### src/rtl/word_transmitter_if.sv
// Word-in / bit-out handshake bundle for word_transmitter.
// master = the transmitter itself, slave = the word source / serial sink.
interface word_transmitter_if #(
    parameter int unsigned WIDTH = 32
);
    logic             in_valid;
    logic             in_ready;
    logic [WIDTH-1:0] in_data;
    logic             enable;
    logic             out;
    logic             out_valid;
    logic             last;
    logic             busy;

    modport master (
        input  in_valid, in_data, enable,
        output in_ready, out, out_valid, last, busy
    );

    modport slave (
        output in_valid, in_data, enable,
        input  in_ready, out, out_valid, last, busy
    );
endinterface

### src/rtl/word_transmitter.sv
// Parallel-word to serial-bit transmitter with enable strobe and last-bit flag.
// Define WORD_TX_PARITY_EN to append an even-parity bit after every word.
module word_transmitter #(
    parameter int unsigned WIDTH     = 32,
    parameter bit          MSB_FIRST = 1'b1
) (
    input  logic               clk,
    input  logic               reset_n,
    word_transmitter_if.master bus
);
    localparam int unsigned CW = $clog2(WIDTH + 1);

`ifdef WORD_TX_PARITY_EN
    typedef enum logic [1:0] {IDLE, SHIFT, PARITY} state_e;
`else
    typedef enum logic {IDLE, SHIFT} state_e;
`endif

    state_e           state_q, state_d;
    logic [WIDTH-1:0] sr_q, sr_d;
    logic [CW-1:0]    cnt_q, cnt_d;
    logic             out_q, out_d;
    logic             out_valid_q, out_valid_d;
    logic             last_q, last_d;
`ifdef WORD_TX_PARITY_EN
    logic             par_q, par_d;
`endif

    logic [WIDTH-1:0] word;
    logic [CW-1:0]    left;
    logic             step;

    always_comb begin
        state_d     = state_q;
        sr_d        = sr_q;
        cnt_d       = cnt_q;
        out_d       = out_q;
        out_valid_d = 1'b0;
        last_d      = 1'b0;
`ifdef WORD_TX_PARITY_EN
        par_d       = par_q;
`endif
        word        = sr_q;
        left        = cnt_q;
        step        = 1'b0;

        // An accepting edge with enable high also emits the first bit, so a
        // word offered in the last=1 cycle follows with no idle bit.
        case (state_q)
            IDLE: begin
                if (bus.in_valid) begin
                    word    = bus.in_data;
                    left    = CW'(WIDTH);
                    sr_d    = bus.in_data;
                    cnt_d   = CW'(WIDTH);
                    state_d = SHIFT;
                    step    = bus.enable;
`ifdef WORD_TX_PARITY_EN
                    par_d   = ^bus.in_data;
`endif
                end
            end
            SHIFT: step = bus.enable;
`ifdef WORD_TX_PARITY_EN
            PARITY: begin
                if (bus.enable) begin
                    out_d       = par_q;
                    out_valid_d = 1'b1;
                    last_d      = 1'b1;
                    state_d     = IDLE;
                end
            end
`endif
            default: state_d = IDLE;
        endcase

        if (step && (left != '0)) begin
            out_d       = MSB_FIRST ? word[WIDTH-1] : word[0];
            sr_d        = MSB_FIRST ? (word << 1) : (word >> 1);
            cnt_d       = left - CW'(1);
            out_valid_d = 1'b1;
            if (left == CW'(1)) begin
`ifdef WORD_TX_PARITY_EN
                state_d = PARITY;
`else
                last_d  = 1'b1;
                state_d = IDLE;
`endif
            end
        end
    end

    always_ff @(posedge clk or negedge reset_n) begin
        if (!reset_n) begin
            state_q     <= IDLE;
            sr_q        <= '0;
            cnt_q       <= '0;
            out_q       <= 1'b0;
            out_valid_q <= 1'b0;
            last_q      <= 1'b0;
`ifdef WORD_TX_PARITY_EN
            par_q       <= 1'b0;
`endif
        end else begin
            state_q     <= state_d;
            sr_q        <= sr_d;
            cnt_q       <= cnt_d;
            out_q       <= out_d;
            out_valid_q <= out_valid_d;
            last_q      <= last_d;
`ifdef WORD_TX_PARITY_EN
            par_q       <= par_d;
`endif
        end
    end

    assign bus.in_ready  = (state_q == IDLE);
    assign bus.busy      = (state_q != IDLE);
    assign bus.out       = out_q;
    assign bus.out_valid = out_valid_q;
    assign bus.last      = last_q;
endmodule
### src/flat_wrapper.sv
// flat-port wrapper written by rule: the top's interface ports become plain ports
module word_transmitter_flat 
#(
    parameter int unsigned WIDTH     = 32,
    parameter bit          MSB_FIRST = 1'b1
)
  (clk, reset_n, bus_in_valid, bus_in_data, bus_enable, bus_in_ready, bus_out, bus_out_valid, bus_last, bus_busy);
  word_transmitter_if #(.WIDTH(WIDTH)) bus_i ();
  input  logic clk;
  input  logic reset_n;
  input wire logic [$bits(bus_i.in_valid)-1:0] bus_in_valid;
  input wire logic [$bits(bus_i.in_data)-1:0] bus_in_data;
  input wire logic [$bits(bus_i.enable)-1:0] bus_enable;
  output wire logic [$bits(bus_i.in_ready)-1:0] bus_in_ready;
  output wire logic [$bits(bus_i.out)-1:0] bus_out;
  output wire logic [$bits(bus_i.out_valid)-1:0] bus_out_valid;
  output wire logic [$bits(bus_i.last)-1:0] bus_last;
  output wire logic [$bits(bus_i.busy)-1:0] bus_busy;
  assign bus_i.in_valid = bus_in_valid;
  assign bus_i.in_data = bus_in_data;
  assign bus_i.enable = bus_enable;
  assign bus_in_ready = bus_i.in_ready;
  assign bus_out = bus_i.out;
  assign bus_out_valid = bus_i.out_valid;
  assign bus_last = bus_i.last;
  assign bus_busy = bus_i.busy;
  word_transmitter #(.WIDTH(WIDTH), .MSB_FIRST(MSB_FIRST)) u_core (.clk(clk), .reset_n(reset_n), .bus(bus_i));
endmodule
### config.mk
export PLATFORM = sky130hd
export DESIGN_NAME = word_transmitter_flat
export DESIGN_NICKNAME = d
export VERILOG_FILES = /design/src/rtl/word_transmitter_if.sv /design/src/rtl/word_transmitter.sv /design/src/flat_wrapper.sv
export SDC_FILE = /design/constraint.sdc
export NUM_CORES = 1
export LEC_CHECK = 0
export ABC_AREA = 1
export BUFFER_PORTS_ARGS = -buffer_cell sky130_fd_sc_hd__buf_2
export CAP_MARGIN = 15
export CORE_ASPECT_RATIO = 0.8
export CORE_MARGIN = 2
export CORE_UTILIZATION = 55
export DETAILED_ROUTE_END_ITERATION = 12
export PLACE_DENSITY = 0.79
export SKIP_CTS_REPAIR_TIMING = 1
export SLEW_MARGIN = 15
export SYNTH_ARGS = -nofsm -noshare
export SYNTH_HDL_FRONTEND = slang
export SYNTH_SLANG_ARGS = --single-unit
### constraint.sdc
create_clock -name clk -period 2.32 [get_ports clk]
set_input_delay 0.116 -clock clk [delete_from_list [all_inputs] [get_ports clk]]
set_output_delay 0.116 -clock clk [all_outputs]
set_load 0.005 [all_outputs]
; ---- After elaboration in Yosys (flattened, before gate mapping)
; Cells that the tools add are included.
[op_classes]
n_mux = 15
n_eq_ne = 1
mul = 0
order_cmp = 0
n_bitwise = 1
div = 0
add_sub_neg = 1
reduce_logical = 2
n_shift = 0
[op_table]
columns = cell, count
row1 = 32-bit two-way mux, 3
row2 = 6-bit two-way mux, 3
row3 = 1-bit two-way mux, 8
row4 = 6-bit by 1-bit == test with 1-bit output (second input constant), 1
row5 = 6-bit nonzero test, 1
row6 = 6-bit by 1-bit subtractor with 6-bit output (second input constant), 1
row7 = 1-bit case mux with 2 select lines, 1
row8 = 1-bit logical AND, 1
row9 = 1-bit NOT, 1
[word_totals]
romBits = 0
output_inout_bits = 5
latchBits = 0
ramBits = 0
register_bits = 42
mem_count = 0
inputBits = 36

; ---- Logic depth before layout (Yosys ltp)
; Gate-level depths: netlist (run 1).
[logic_depth]
word_depth = 5
depth_mapped = 11

; ---- Least setup slack after synthesis (run 1)
; OpenSTA, ideal clock, no wires.
[synth_timing]
path_type = register to register
start = register u_core.state_q (netlist: u_core.bus.busy)
end = register u_core.cnt_q[3]
required_time_ns = 2.201
path_stages_with_launch = 12
setup_slack_ns = 0.598
setup_ns = 0.119
arrival_ns = 1.603
cell_sequence = dfrtp_1 -> inv_2 -> nand2_2 -> buf_2 -> nand2_1 -> ha_1 -> nand2_1 -> nor2_1 -> nor2_4 -> buf_6 -> nand2_1 -> nand2_1
[synth_between]
elab_chain_len = 4
elab_cells_between_ends = 7
classes_between = 1 x add/sub / 3 x mux / 1 x bitwise / 2 x reduce/logical
[synth_lines]
columns = element, line
row1 = "start, declared", word_transmitter.sv:19  ; state_e state_q, state_d;
row2 = "start signal, assigned", word_transmitter.sv:105  ; state_q <= state_d;
row3 = 1-bit NOT, -
row4 = named net bus_in_ready, flat_wrapper.sv:14  ; output wire logic [$bits(bus_i.in_ready)-1:0] bus_in_ready;
row5 = 1-bit case mux with 2 select lines, word_transmitter.sv:49  ; case (state_q)
row6 = 1-bit logical AND, word_transmitter.sv:77  ; if (step && (left != '0)) begin
row7 = 6-bit two-way mux, word_transmitter.sv:77
row8 = named net u_core.cnt_d[3], word_transmitter.sv:21  ; logic [CW-1:0] cnt_q, cnt_d;
row9 = "end signal, assigned", word_transmitter.sv:107  ; cnt_q <= cnt_d;
row10 = "end, declared", word_transmitter.sv:21
; The timed path passes the listed nets, and every way through them passes these cells.
; A chain may end at the register's enable or synchronous reset.

; ---- Final worst setup path (run 1)
[layout_timing]
start = register u_core.state_q (netlist: u_core.bus.busy)
end = register u_core.sr_q[30]
[layout_between]
elab_chain_len = 4
elab_cells_between_ends = 7
classes_between = 4 x mux / 1 x bitwise / 2 x reduce/logical
[layout_lines]
columns = element, line
row1 = 6-bit two-way mux / 1-bit NOT (equally long branches), -
row2 = 6-bit nonzero test / 1-bit case mux with 2 select lines (equally long branches), "word_transmitter.sv:77, word_transmitter.sv:49"
row3 = 1-bit logical AND, word_transmitter.sv:77
row4 = 32-bit two-way mux (*), word_transmitter.sv:77
row5 = named net u_core.sr_d[30], word_transmitter.sv:20  ; logic [WIDTH-1:0] sr_q, sr_d;
row6 = "end signal, assigned", word_transmitter.sv:106  ; sr_q <= sr_d;
row7 = "end, declared", word_transmitter.sv:20
; Mark *: on every way through the listed nets, which the timed path passes. The rest lies on a longest branch.

==> results_dict.tcl, run 1 <==
set metrics [dict create \
    fin_area_sq_mm 0.00248 \
    final_util 0.652 \
    maxCapViolations 0 \
    io_buffers 40 \
    fin_cells 404 \
    layout_commonest_cell "nand2_1" \
    firstDrtPassIters 4 \
    antenna_found_initial 0 \
    leakage_nw 1.51 \
    clk_pin_slew_worst_paths_ns 0.08 \
    synth.avg_cell_area_sq_um 7.07 \
    fin_setup_tns_ns 0 \
    setup-violations-final 0 \
    ant_nets 0 \
    layout_common_cells "222 x nand2_1, 42 x dfrtp_1, 40 x buf_2" \
    gp_congestion 0.764 \
    hold_class "input pin to async pin" \
    hold_slack_ns -0.0511 \
    synth_area_leader_cell "dfrtp_1" \
    fin_ws_ns 0.142 \
    detail_route.wl_per_cell_um 11.1 \
    final-max-slew-violation-count 0 \
    netlist_area_sq_mm 0.00219 \
    path_class "register to register" \
    die_area_sq_mm 0.00451 \
    antenna-diode-count 0 \
    cts.sinks 42 \
    final_layout_size_suffix_gt1_frac 0.181 \
    synthCells 310 \
    cts.htree.levels 2 \
    io_pins 41 \
    clock_latency_ns 0.29 \
    vias 1907 \
    place_ws_ns 0.184 \
    synth_seq_cells 42 \
    cts_buffer_depth 2 \
    tightest_slew_ns 0.888 \
    cts_tree "yes" \
    syn-num-nets 348 \
    drc 0 \
    grt_overflow 0 \
    peakVddDrop_v 0.000601 \
    p_total_mw 2.97 \
    vias_per_cell 4.72 \
    crit_arrival_ns 2.41 \
    power_density_mw_per_mm2 1200 \
    yosys_warnings 0 \
    die_y_um 60.5 \
    grt.total_usage 0.209 \
    dp_cells 396 \
    grt_pass1_vias 1632 \
    slew-limit-headroom 0.408 \
    cts-root-buf "clkbuf_8" \
    nets 387 \
    fmax_ghz 0.459 \
    status "finished, violations left" \
    skew_ns 0.00255 \
    seq_area_frac_synth 0.480 \
    cp-end-kind "register" \
    finalHoldViolCount 42 \
    initialDrtViolationCount 136 \
    grt_pass1_wl_um 7070 \
    ys_types 21 \
    start_kind "register" \
    routed_wl_um 4480 \
    die_w_um 74.6 \
    grt_max_degree 43 \
    synth.area.top_cells "dfrtp_1 48%, nand2_1 38%, buf_6 3.1%" \
    num_rows 20 \
    initial_core_util 0.576 \
    numCtsBuffers 5 \
    cp_max_fo 20 \
    violations "negative hold slack" \
    final.min_clock_period_ns 2.18 \
    area_delta_synth_final_pct 13.2 \
    rsz0062_at_grt "no" \
    core_area_sq_mm 0.00380 \
    min_period_over_period 0.939 \
    synth_top_area_frac 0.480 \
    dpl.hpwl_um 2920 \
    cp.required_ns 2.55 \
    placed_area_sq_mm 0.00240 \
]
[registers in the layout, indices dropped and copies added (netlist names)]
register	flops
u_core.sr_q	32
u_core.bus.out	1
u_core.bus.out_valid	1
u_core.bus.last	1
u_core.bus.busy	1
u_core.cnt_q	6
[path summary, 6_finish.rpt]
check	from	to	slack, ns	cells past startpoint
setup / recovery	u_core.bus.busy	u_core.sr_q[30]	0.14	9
hold / removal	reset_n	u_core.sr_q[28]	-0.05	1
max in group asynchronous	reset_n	u_core.cnt_q[2]	1.82	1
setup reg to reg	u_core.bus.busy	u_core.sr_q[30]	0.14	9
min in group clk	bus_in_data[0]	u_core.sr_q[0]	0.11	3
hold reg to reg	u_core.bus.out	u_core.bus.out	0.53	2
[cell type report]
type	instances	area, sq um
clock inverter	2	10.0
clock buffer	5	68.8
timing repair buffer	46	245
multi-input combinational	246	1010
tap	55	68.8
inverter	8	30.0
sequential	42	1050
fill	370	1320
[logic make-up (layout without fill, tap and decap cells)]
logic type	after synthesis	after routing	share of synthesized area
and+or+nand+nor	233	234	0.408
DFF	42	42	0.480
buffers and inverters	23	61	0.0634
AOI/OAI and AO/OA	7	7	0.0251
xor gates and xnor gates	3	3	0.0120
adders and majority gates	2	2	0.0114
[per-layer routing]
metal / share of wire / vias to the layer above / track usage
met5: 0 / - / 0
met4: 0.0085 / 0 / 0.0587
met3: 0.045 / 6 / 0.0598
met2: 0.45 / 44 / 0.340
met1: 0.49 / 856 / 0.279
li1: - / 1001 / -
[synthesized netlist by cell type]
cell,n
o21ai_2,1
clkbuf_1,3
inv_2,1
buf_6,6
o21bai_2,1
xor2_1,2
ha_1,2
a21oi_2,2
nand2_2,3
dfrtp_1,42
nor2_4,1
xnor2_1,1
nor3_1,1
buf_2,6
o21bai_1,1
inv_1,7
nand4_1,1
o21ai_0,2
nand2_1,222
nand3_1,1
nor2_1,4
[power by group]
| part | total, mW | switching, mW | internal [mW] |
|---|---|---|---|
| Combinational | 1.40 | 0.901 | 0.494 |
| Clock | 0.439 | 0.237 | 0.202 |
| Sequential | 1.13 | 0.0991 | 1.03 |
[critical path, cell delays in order, from the launching register on]
cell     delay [ns]
dfrtp_1        0.38
inv_2          0.06
nand2_2        0.08
nand2_1        0.14
ha_1           0.27
nand2_1        0.14
nor2_1         0.13
nor2_2         0.71
nand2_1        0.11
nand2_1        0.09
(Power assumes the default switching activity.)
==> run 2, diff against run 1 <==
==> constraint.sdc (replaced) <==
create_clock -name clk -period 2.32 [get_ports clk]
set_input_delay 0.116 -clock clk [delete_from_list [all_inputs] [get_ports clk]]
set_output_delay 0.116 -clock clk [all_outputs]
set_load 0.1 [all_outputs]
==> results_dict.tcl, run 2 (same netlist as run 1, synthesis figures left out) <==
set metrics [dict create \
    status "finished, final reports clean" \
    cts.htree.levels 2 \
    skew_ns 0.00638 \
    die_area_sq_mm 0.00451 \
    multi_input_area_sq_mm 0.00101 \
    final_layout_size_suffix_gt1_frac 0.185 \
    p_clk_frac 0.174 \
    seqCellArea_sq_mm 0.00105 \
    r2r_slack_ns 0.15 \
    intPower_mw 1.88 \
    r2r_end "u_core.sr_q[11]" \
    io_pins 41 \
    cts_buffer_depth 2 \
    netSwitchingFraction 0.438 \
    cts.sinks 42 \
    routed_wl_um 4410 \
    grt.total_usage 0.213 \
    seqPwrFrac 0.340 \
    initial_core_util 0.576 \
    finalHoldViolCount 0 \
    setup-violations-final 0 \
    top_register "u_core.sr_q" \
    placed_area_sq_mm 0.00241 \
    core_area_sq_mm 0.00380 \
    fill_cells 356 \
    area_delta_synth_final_pct 15.8 \
    hold_slack_ns 0.0955 \
    ant_nets 0 \
    power_density_mw_per_mm2 1320 \
    clock_latency_ns 0.29 \
    p_sw_mw 1.47 \
    cp.required_ns 2.55 \
    antenna_found_initial 0 \
    leakage_nw 1.53 \
    die_w_um 74.6 \
    hold_depth 3 \
    cp-end-kind "register" \
    layout_common_cells "222 x nand2_1, 41 x dfrtp_1, 40 x buf_2" \
    cts_tree "yes" \
    rsz0062_at_grt "no" \
    firstDrtPassIters 4 \
    grt_overflow 0 \
    combPwrFrac 0.487 \
    min_to "u_core.sr_q[0]" \
    crit_start "u_core.bus.busy" \
    reg.largest.list "u_core.sr_q (32), u_core.cnt_q (6)" \
    crit_arrival_ns 2.40 \
    fin_setup_tns_ns 0 \
    cp_max_fo 20 \
    gp_congestion 0.804 \
    worst-r2r-cell-count 9 \
    die_y_um 60.5 \
    drc 0 \
    initialDrtViolationCount 92 \
    cts-root-buf "clkbuf_8" \
    min_period_over_period 0.933 \
    start_kind "register" \
    tightest_slew_ns 0.835 \
    worstHoldStart "bus_in_data[0]" \
    fmax_ghz 0.462 \
    numCtsBuffers 5 \
    clk_pin_slew_worst_paths_ns 0.08 \
    fin_area_sq_mm 0.00254 \
    detail_route.wl_per_cell_um 10.9 \
    final.min_clock_period_ns 2.17 \
    layout_commonest_cell "nand2_1" \
    grt_pass1_wl_um 7070 \
    dpl.hpwl_um 2920 \
    path_class "register to register" \
    slew-limit-headroom 0.443 \
    final_util 0.667 \
    hold_class "input pin to register" \
    grt_pass1_vias 1639 \
    final-max-slew-violation-count 0 \
    r2r_start "u_core.bus.busy" \
    largest_reg_flops 32 \
    vias 1919 \
    vias_per_cell 4.73 \
    peakVddDrop_v 0.000666 \
    maxCapViolations 0 \
    num_rows 20 \
    grt_max_degree 42 \
    antenna-diode-count 0 \
    nets 389 \
    io_buffers 40 \
]
[run 2: changes by cell type in the layout (fill, tap and decap cells not counted), sizes merged]
cell and change:
buf +1, bufinv +1, clkbuf +1, clkinv -2, dlygate4sd3 +1
[run 2: routing by layer]
layer	part of all wire	global-route usage	vias up	routed length (um)
met4	0.0091	0.0536	0	40
met5	0	0	-	0
met3	0.059	0.0698	5	262
li1	-	-	1012	-
met1	0.48	0.279	853	2140
met2	0.45	0.346	49	1970
[run 2: how the worst max path moves through the flow]
stage	end	slack [ns]	depth (start not counted)
6_report	u_core.sr_q[11]	0.15	9
5_1_grt	u_core.sr_q[30]	0.008	9
4_1_cts	u_core.bus.out	0.16	9
3_5_place_dp	u_core.bus.out	0.18	9
3_3_place_gp	u_core.sr_q[17]	0.30	9
2_1_floorplan	u_core.cnt_q[3]	0.07	11
[run 2: per-stage QoR]
stage	power [mW]	setup slack, ns	std cells
2_1_floorplan	2.49	0.0656	310
3_3_place_gp	2.71	0.300	397
3_5_place_dp	2.75	0.178	397
4_1_cts	3.35	0.163	404
5_1_grt	3.63	0.00784	406
6_report	3.34	0.155	406
[run 2: cell type report]
type,instances,share of cell area
Inverter,8,0.0128
Clock buffer,6,0.0326
Clock inverter,1,0.0118
Tap cell,55,0.0271
Timing Repair Buffer,48,0.104
Multi-Input combinational cell,246,0.397
Sequential cell,42,0.415
[run 2: power groups by stage]
| stage | clock network [mW] | logic [mW] | registers, mW |
|---|---|---|---|
| after floorplan | 0 | 1.20 | 1.30 |
| after global placement | 0 | 1.57 | 1.14 |
| after global routing | 0.624 | 1.85 | 1.16 |
| after detailed placement | 0 | 1.60 | 1.15 |
| final | 0.581 | 1.63 | 1.14 |
| after CTS | 0.594 | 1.62 | 1.14 |
[run 2: worst max-delay path, stage by stage (launching register included)]
cell	delay, ns
dfrtp_2	0.39
inv_4	0.04
nand2_2	0.07
nand2_1	0.14
ha_1	0.27
nand2_1	0.15
nor2_1	0.13
nor2_2	0.68
nand2_1	0.13
nand2_1	0.09
==> run 3, diff against run 2 <==
Settings changed: BUFFER_PORTS_ARGS -buffer_cell sky130_fd_sc_hd__buf_2 to unset, CORE_UTILIZATION 55 to 60, DONT_BUFFER_PORTS set to 1, PLACE_DENSITY 0.79 to 0.76.
==> results_dict.tcl, run 3 (same netlist as run 1, synthesis figures left out) <==
set metrics [dict create \
    vias 1759 \
    dp_cells 344 \
    nets 350 \
    crit_chain "inv_4 > nand2_2 > buf_4 > nand2_2 > nand2_2 > nor2_1 > nor2_2 > nand2_1 > nand2_1" \
    antenna_found_initial 0 \
    final.min_clock_period_ns 2.17 \
    tightest_slew_ns 0.905 \
    critical_path.slowest_cell "nor2_2" \
    status "finished, final reports clean" \
    leakage_nw 1.39 \
    p_total_mw 3.33 \
    path_class "register to register" \
    clock_latency_ns 0.30 \
    vias_per_cell 4.95 \
    area_delta_synth_final_pct 8.00 \
    fin_setup_tns_ns 0 \
    num_rows 19 \
    finalHoldViolCount 0 \
    cts_tree "yes" \
    maxCapViolations 0 \
    cp.required_ns 2.56 \
    r2r_start "u_core.bus.busy" \
    numCtsBuffers 5 \
    grt.total_usage 0.211 \
    detail_route.wl_per_cell_um 12.0 \
    grt_max_degree 43 \
    skew_ns 0.00660 \
    power_density_mw_per_mm2 1410 \
    cts.sinks 42 \
    grt_pass1_vias 1521 \
    worstHoldStart "bus_in_data[0]" \
    dpl.hpwl_um 2700 \
    min_period_over_period 0.937 \
    final_layout_size_suffix_gt1_frac 0.0799 \
    die_y_um 58.0 \
    initial_core_util 0.631 \
    final-max-slew-violation-count 0 \
    peakVddDrop_v 0.000743 \
    hold_class "input pin to register" \
    reg.largest.list "u_core.sr_q (32), u_core.cnt_q (6)" \
    grt_pass1_wl_um 6600 \
    grt_overflow 0 \
    cp-end-kind "register" \
    routed_wl_um 4260 \
    crit_top_cell "nand2_2" \
    placed_area_sq_mm 0.00222 \
    drc 0 \
    critical_path.top_delay_family "simple AND/OR/NAND/NOR gates" \
    antenna-diode-count 0 \
    initialDrtViolationCount 83 \
    die_area_sq_mm 0.00415 \
    io_buffers 0 \
    start_kind "register" \
    cts_buffer_depth 2 \
    clk_pin_slew_worst_paths_ns 0.08 \
    path_buf_inv 2 \
    cp_max_fo 28 \
    crit_arrival_ns 2.41 \
    layout_common_cells "222 x nand2_1, 41 x dfrtp_1, 7 x inv_1" \
    top_register "u_core.sr_q" \
    hold_slack_ns 0.00408 \
    slew-limit-headroom 0.396 \
    firstDrtPassIters 4 \
    crit_start "u_core.bus.busy" \
    core_area_sq_mm 0.00347 \
    cts.htree.levels 2 \
    layout_commonest_cell "nand2_1" \
    ant_nets 0 \
    fmax_ghz 0.460 \
    largest_reg_flops 32 \
    max_stage_delay_ns 0.73 \
    setup-violations-final 0 \
    fin_cells 355 \
    cts-root-buf "clkbuf_8" \
    fin_area_sq_mm 0.00237 \
    io_pins 41 \
    die_w_um 71.6 \
    gp_congestion 0.823 \
]
run 3: cell types whose count changed in the layout (fill, tap and decap cells not counted):
cell,delta
buf_2,-40
buf_12,+2
buf_4,-2
clkbuf_1,+2
buf_16,+1
clkbuf_8,-1
run 3: cell type report:
| cell class | instances | area [sq um] |
|---|---|---|
| fillers | 308 | 1100 |
| flip-flops and latches | 42 | 1050 |
| multi-input cells | 246 | 1010 |
| repair buffers | 9 | 115 |
| clock buffers | 7 | 76.3 |
| well taps | 42 | 52.6 |
| inverters | 8 | 32.5 |
| clock inverters | 1 | 30.0 |
run 3: through the flow:
| stage | util | setup slack (ns) |
|---|---|---|
| 2_1_floorplan | - | 0.0656 |
| 5_1_grt | 0.682 | -0.00869 |
| 3_5_place_dp | 0.638 | 0.225 |
| 6_report | 0.682 | 0.146 |
| 3_3_place_gp | 0.638 | 0.249 |
| 4_1_cts | 0.669 | 0.193 |
run 3: final timing paths:
kind | endpoint | slack [ns] | depth (start not counted)
hold reg to reg | u_core.sr_q[0] | 0.56 | 2
min in group asynchronous | u_core.sr_q[25] | 0.30 | 2
setup reg to reg | u_core.sr_q[5] | 0.15 | 9
setup / recovery | u_core.sr_q[5] | 0.15 | 9
max in group asynchronous | u_core.bus.busy | 1.80 | 2
hold / removal | u_core.sr_q[0] | 0.004 | 2
run 3: worst register-to-register path: stages (launching register included):
cell and delay, ns:
dfrtp_2 0.39, inv_4 0.04, nand2_2 0.07, buf_4 0.29, nand2_2 0.14, nand2_2 0.13, nor2_1 0.12, nor2_2 0.73
nand2_1 0.13, nand2_1 0.09
run 3: routing by layer:
layer	track usage	vias to the layer above	share of wire
li1	-	931	-
met1	0.273	784	0.49
met2	0.339	37	0.45
met3	0.0522	7	0.046
met4	0.0970	0	0.017
met5	0	-	0
run 3: power by group:
part | switching, mW | internal (mW) | total (mW)
Clock | 0.241 | 0.322 | 0.563
Combinational | 1.07 | 0.504 | 1.58
Sequential | 0.154 | 1.03 | 1.19
Total | 1.47 | 1.86 | 3.33
